File: config.mk
export PLATFORM = sky130hd
export DESIGN_NAME = pipe_stage_reg
export DESIGN_NICKNAME = d
export VERILOG_FILES = /design/src/rtl/pipe_pkg.sv /design/src/rtl/pipe_stage_reg_slot.sv /design/src/rtl/pipe_stage_reg.sv
export SDC_FILE = /design/constraint.sdc
export NUM_CORES = 1
export LEC_CHECK = 0
export ABC_CLOCK_PERIOD_IN_PS = 2500
export BUFFER_PORTS_ARGS = -buffer_cell sky130_fd_sc_hd__buf_2
export CORE_AREA = 2 2 73 75
export CTS_BUF_LIST = sky130_fd_sc_hd__clkbuf_8
export DETAILED_ROUTE_END_ITERATION = 16
export DIE_AREA = 0 0 75 77
export PLACE_DENSITY = 0.75
export SYNTH_ARGS = -nofsm -noshare
export SYNTH_HDL_FRONTEND = slang
export SYNTH_SLANG_ARGS = --single-unit
File: constraint.sdc
create_clock -name clk -period 2.5 [get_ports clk]
set_input_delay 0.5 -clock clk [delete_from_list [all_inputs] [get_ports clk]]
set_output_delay 0.5 -clock clk [all_outputs]
set_load 0.01 [all_outputs]
File: src/rtl/pipe_pkg.sv
// Shared types and constants for every pipe_stage_reg instance in the pipeline.
// Holds the stage state encoding, occupancy codes and control-bundle field offsets.
package pipe_pkg;

    typedef enum logic [1:0] {
        EMPTY = 2'd0,
        ONE   = 2'd1,
        FULL  = 2'd2
    } pipe_state_e;

    localparam logic [1:0] OCC_EMPTY = 2'd0;
    localparam logic [1:0] OCC_ONE   = 2'd1;
    localparam logic [1:0] OCC_FULL  = 2'd2;

    // Control bundle layout shared by IF/ID, ID/EX, EX/MEM and MEM/WB instances.
    localparam int CTRL_WBSEL_LSB  = 0;
    localparam int CTRL_WBSEL_W    = 2;
    localparam int CTRL_REGWEN_BIT = 2;
    localparam int CTRL_MEMR_BIT   = 3;
    localparam int CTRL_MEMW_BIT   = 4;

endpackage

File: src/rtl/pipe_stage_reg_slot.sv
// pipe_slot: one bundle register with a valid bit.
// clear drops the valid bit but keeps the payload; clear wins over load.
module pipe_slot #(
    parameter int W = 40
) (
    input  logic         clk,
    input  logic         rst,
    input  logic         load,
    input  logic         clear,
    input  logic [W-1:0] d,
    output logic [W-1:0] q,
    output logic         valid
);

    always_ff @(posedge clk or posedge rst) begin
        if (rst) begin
            q     <= '0;
            valid <= 1'b0;
        end else if (clear) begin
            valid <= 1'b0;
        end else if (load) begin
            q     <= d;
            valid <= 1'b1;
        end
    end

endmodule

File: src/rtl/pipe_stage_reg.sv
// Generic valid/ready pipeline stage register with stall and flush (bubble insertion).
// Define PIPE_SKID_EN for a 2-entry skid buffer with a registered in_ready.
//   state | meaning
//   EMPTY | nothing held, out_valid=0
//   ONE   | main slot holds the beat on out_*
//   FULL  | main and skid slots both hold beats, in_ready=0 (PIPE_SKID_EN only)
import pipe_pkg::*;

module pipe_stage_reg #(
    parameter int DATA_W = 32,
    parameter int CTRL_W = 8
) (
    input  logic              clk,
    input  logic              rst,
    input  logic              flush,
    input  logic              in_valid,
    output logic              in_ready,
    input  logic [DATA_W-1:0] in_data,
    input  logic [CTRL_W-1:0] in_ctrl,
    output logic              out_valid,
    input  logic              out_ready,
    output logic [DATA_W-1:0] out_data,
    output logic [CTRL_W-1:0] out_ctrl,
    output logic [1:0]        occ
);

    localparam int W = DATA_W + CTRL_W;

    pipe_state_e  state, state_nxt;
    logic         in_fire, out_fire;
    logic         main_load, main_clear, main_valid;
    logic [W-1:0] main_d, main_q;

    assign in_fire  = in_valid & in_ready;
    assign out_fire = main_valid & out_ready;

`ifdef PIPE_SKID_EN
    logic         skid_load, skid_clear, skid_valid, main_from_skid;
    logic [W-1:0] skid_q;

    pipe_slot #(.W(W)) u_skid (
        .clk   (clk),
        .rst   (rst),
        .load  (skid_load),
        .clear (skid_clear),
        .d     ({in_data, in_ctrl}),
        .q     (skid_q),
        .valid (skid_valid)
    );

    assign main_d = main_from_skid ? skid_q : {in_data, in_ctrl};
    assign occ    = skid_valid ? OCC_FULL : (main_valid ? OCC_ONE : OCC_EMPTY);

    // Ready comes from a flop so the downstream ready never reaches upstream in one cycle.
    always_ff @(posedge clk or posedge rst) begin
        if (rst) in_ready <= 1'b1;
        else     in_ready <= (state_nxt != FULL);
    end
`else
    assign main_d   = {in_data, in_ctrl};
    assign occ      = main_valid ? OCC_ONE : OCC_EMPTY;
    assign in_ready = ~main_valid | out_ready;
`endif

    pipe_slot #(.W(W)) u_main (
        .clk   (clk),
        .rst   (rst),
        .load  (main_load),
        .clear (main_clear),
        .d     (main_d),
        .q     (main_q),
        .valid (main_valid)
    );

    always_ff @(posedge clk or posedge rst) begin
        if (rst) state <= EMPTY;
        else     state <= state_nxt;
    end

    always_comb begin
        state_nxt  = state;
        main_load  = 1'b0;
        main_clear = 1'b0;
`ifdef PIPE_SKID_EN
        skid_load      = 1'b0;
        skid_clear     = 1'b0;
        main_from_skid = 1'b0;
`endif
        if (flush) begin
            state_nxt  = EMPTY;
            main_clear = 1'b1;
`ifdef PIPE_SKID_EN
            skid_clear = 1'b1;
`endif
        end else begin
            case (state)
                EMPTY: begin
                    if (in_fire) begin
                        state_nxt = ONE;
                        main_load = 1'b1;
                    end
                end
                ONE: begin
`ifdef PIPE_SKID_EN
                    if (in_fire && !out_fire) begin
                        state_nxt = FULL;
                        skid_load = 1'b1;
                    end else
`endif
                    if (in_fire) begin
                        main_load = 1'b1;
                    end else if (out_fire) begin
                        state_nxt  = EMPTY;
                        main_clear = 1'b1;
                    end
                end
`ifdef PIPE_SKID_EN
                FULL: begin
                    if (out_fire) begin
                        state_nxt      = ONE;
                        main_load      = 1'b1;
                        main_from_skid = 1'b1;
                        skid_clear     = 1'b1;
                    end
                end
`endif
                default: state_nxt = EMPTY;
            endcase
        end
    end

    // Control is masked while invalid so a stale bundle can never act as a real instruction.
    assign out_valid = main_valid;
    assign out_data  = main_q[W-1:CTRL_W];
    assign out_ctrl  = main_valid ? main_q[CTRL_W-1:0] : '0;

endmodule

==> flow_summary_export.csv <==
group,metric,value,unit
yosys,synthMuxAreaShare,28.9,%
worst_setup_path,required,2.00,ns
worst_setup_path,setup.worst_path.class,"reg -> out",
yosys,postSynthCellCount,140,
drt,routedWlPerCell,12.8,um
worst_setup_path,crit_path_start_kind,"register",
outcome,status,"finished, final reports clean",
timing,worst_pin_slew,0.509,ns
timing,skew,0.00847,ns
drt,drtPass1Iterations,3,
clocking,clk_latency,0.29,ns
clocking,cts_hold_buf,0,
power_and_ir_drop,total_power,1.81,mW
drt,routed_wl,3430,um
drt,vias,1154,
drt,drt_iter0_markers,47,
timing,rsz0062_at_grt,"no",
yosys,synth_common_cells,"dfrtp_1 (42), mux2_4 (40), buf_4 (34), and2_1 (8), buf_12 (4)",
grt,grt_antenna_before_repair,0,
timing,fin_crit_sh,68.3,%
yosys,synth_top_area_share,49.7,%
yosys,ys_seq_elements,42,
timing,finalHoldViolations,0,
timing,max_slew_margin,66.1,%
grt,grt_pass1_wl,5330,um
layout,antenna_cells,0,
clocking,cts.repair.resized,0,
clocking,clkTransAtPathRegs,0.08,ns
floorplanning,num_rows,26,
yosys,yosysUniqueCellTypes,16,
yosys,synthXorXnorAreaFrac,0,%
timing,final.setup.tns,0,ns
floorplanning,io_pins,89,
layout,post-route-util,48.7,%
placement,place.gp.congestion,0.679,
clocking,cts_setup_buffers,0,
drt,antenna_left,0,
layout,stdcell_count,267,
floorplanning,die_x,75,um
layout,fillers,441,
layout,layout.nets,241,
timing,hold_ws,0.314,ns
worst_setup_path,cp.arrival,1.21,ns
worst_setup_path,ff2ff_path_depth,4,
flow_run,drv_cap,0,
layout,drive_gt1_share,70.6,%
yosys,synth.most_common_cell,"dfrtp_1",
grt,grt-ovfl-total,0,
clocking,cts_tree,"done",
clocking,cts_buffers,5,
power_and_ir_drop,p_leak,1.27,nW
worst_setup_path,cp-end-kind,"output pin",
yosys,async_flop_share,100,%
grt,gr-usage-all-layers,12.4,%
yosys,synthAdderAreaFrac,0,%
yosys,synth_compound_area_share,0.591,%
placement,dp_cells,259,
clocking,cts_root_buffer,"clkbuf_8",
placement,port_buffers,87,
power_and_ir_drop,ir_drop,0.276,mV
layout,syn2layout_area_growth,14.7,%
floorplanning,initial_core_util,42.5,%
yosys,yosys.area_share.simple,3.96,%
timing,setup_viol,0,
yosys,synth_top_family_by_area,"multiplexers",
timing,finalWorstPathRequiredPeriod,1.71,ns
yosys,yosys_warnings,0,
floorplanning,core_area,0.00498,sq mm
drt,drc_errors,0,
clocking,clockBufferDepth,2,
grt,grt_pass1_vias,1131,
yosys,synth_area,0.00212,sq mm
yosys,synth_edf_count,0,
timing,fmax,0.586,GHz
floorplanning,dieArea,0.00578,sq mm
floorplanning,die_y,77,um
yosys,synth_top_flop_cell,"dfrtp_1",
timing,slew_violations,0,
worst_hold_path,hold_class,"in -> async",
yosys,synth_top_area_cell,"dfrtp_1",
clocking,htreeDepth,2,
drt,viasPerCell,4.32,
power_and_ir_drop,powerDensity,745,mW/mm^2
yosys,synth_nets,185,
clocking,cts_num_sinks,42,
yosys,synth_area_leaders,"dfrtp_1 (50%), mux2_4 (28%), buf_4 (12%)",
worst_setup_path,cp_max_fo,13,
yosys,ys_seq_area_share,49.7,%
yosys,avgSynthCellArea,15.1,sq um
grt,grt_max_degree,43,
[logic make-up after synthesis]
family	Yosys count
DFF	42
muxes	41
buffers and inverters	41
and+or+nand+nor	13
AOI/OAI and AO/OA	2
other	1
[through the flow]
| stage | cell area, sq um | worst slack, ns |
|---|---|---|
| after detailed placement | 2320 | 0.781 |
| after global placement | 2320 | 0.810 |
| after CTS | 2430 | 0.768 |
| final | 2430 | 0.794 |
| after global routing | 2430 | 0.705 |
| after floorplan | 2120 | 0.994 |
[sequential cells by signal (all words and copies together) (netlist names)]
name,flops
state,1
u_main.q,40
u_main.valid,1
[layout make-up]
class	count	area [sq um]	share of cell area (%)
multi-input combinational	57	712	29.3
clock inverter	3	40.0	1.65
clock buffer	5	68.8	2.84
tap	70	87.6	3.61
sequential	42	1050	43.3
timing repair buffer	89	463	19.1
inverter	1	3.75	0.155
[placed cells by master, fill, tap and decap left out, drive strengths merged]
master	synthesis	routed
buf	39	89
dfrtp	42	42
mux2	40	40
and2	8	8
clkbuf	1	5
clkinv	0	3
nor2	2	2
nand2b	1	1
and3b	1	1
mux2i	1	1
a211oi	1	1
nand2	1	1
a21oi	1	1
conb	1	1
bufinv	0	1
[final timing paths]
check,from,to,slack (ns)
worst max-delay path,u_main.valid,out_ctrl[7],0.79
worst min-delay path,rst,u_main.q[20],0.31
worst max register to register,u_main.valid,u_main.q[25],0.85
worst min register to register,u_main.q[35],u_main.q[35],0.51
max in group asynchronous,rst,u_main.q[16],1.83
min in group clk,flush,u_main.valid,0.38
[power by group]
group | switching [mW] | leakage [nW] | total, mW | internal [mW]
logic | 0.169 | 0.716 | 0.434 | 0.264
clock network | 0.221 | 0.0579 | 0.515 | 0.294
registers | 0.0647 | 0.495 | 0.859 | 0.794
[critical path: stages (launching register included)]
cell	delay (ns)
dfrtp_1	0.60
and2_1	0.19
buf_2	0.12
[layer usage]
metal / wire length (um) / track usage (%)
met5: 0 / 0
met4: 74 / 5.89
met2: 1690 / 19.1
met3: 183 / 4.47
met1: 1480 / 15.2
No activity file was read; power rests on OpenSTA's default activity.
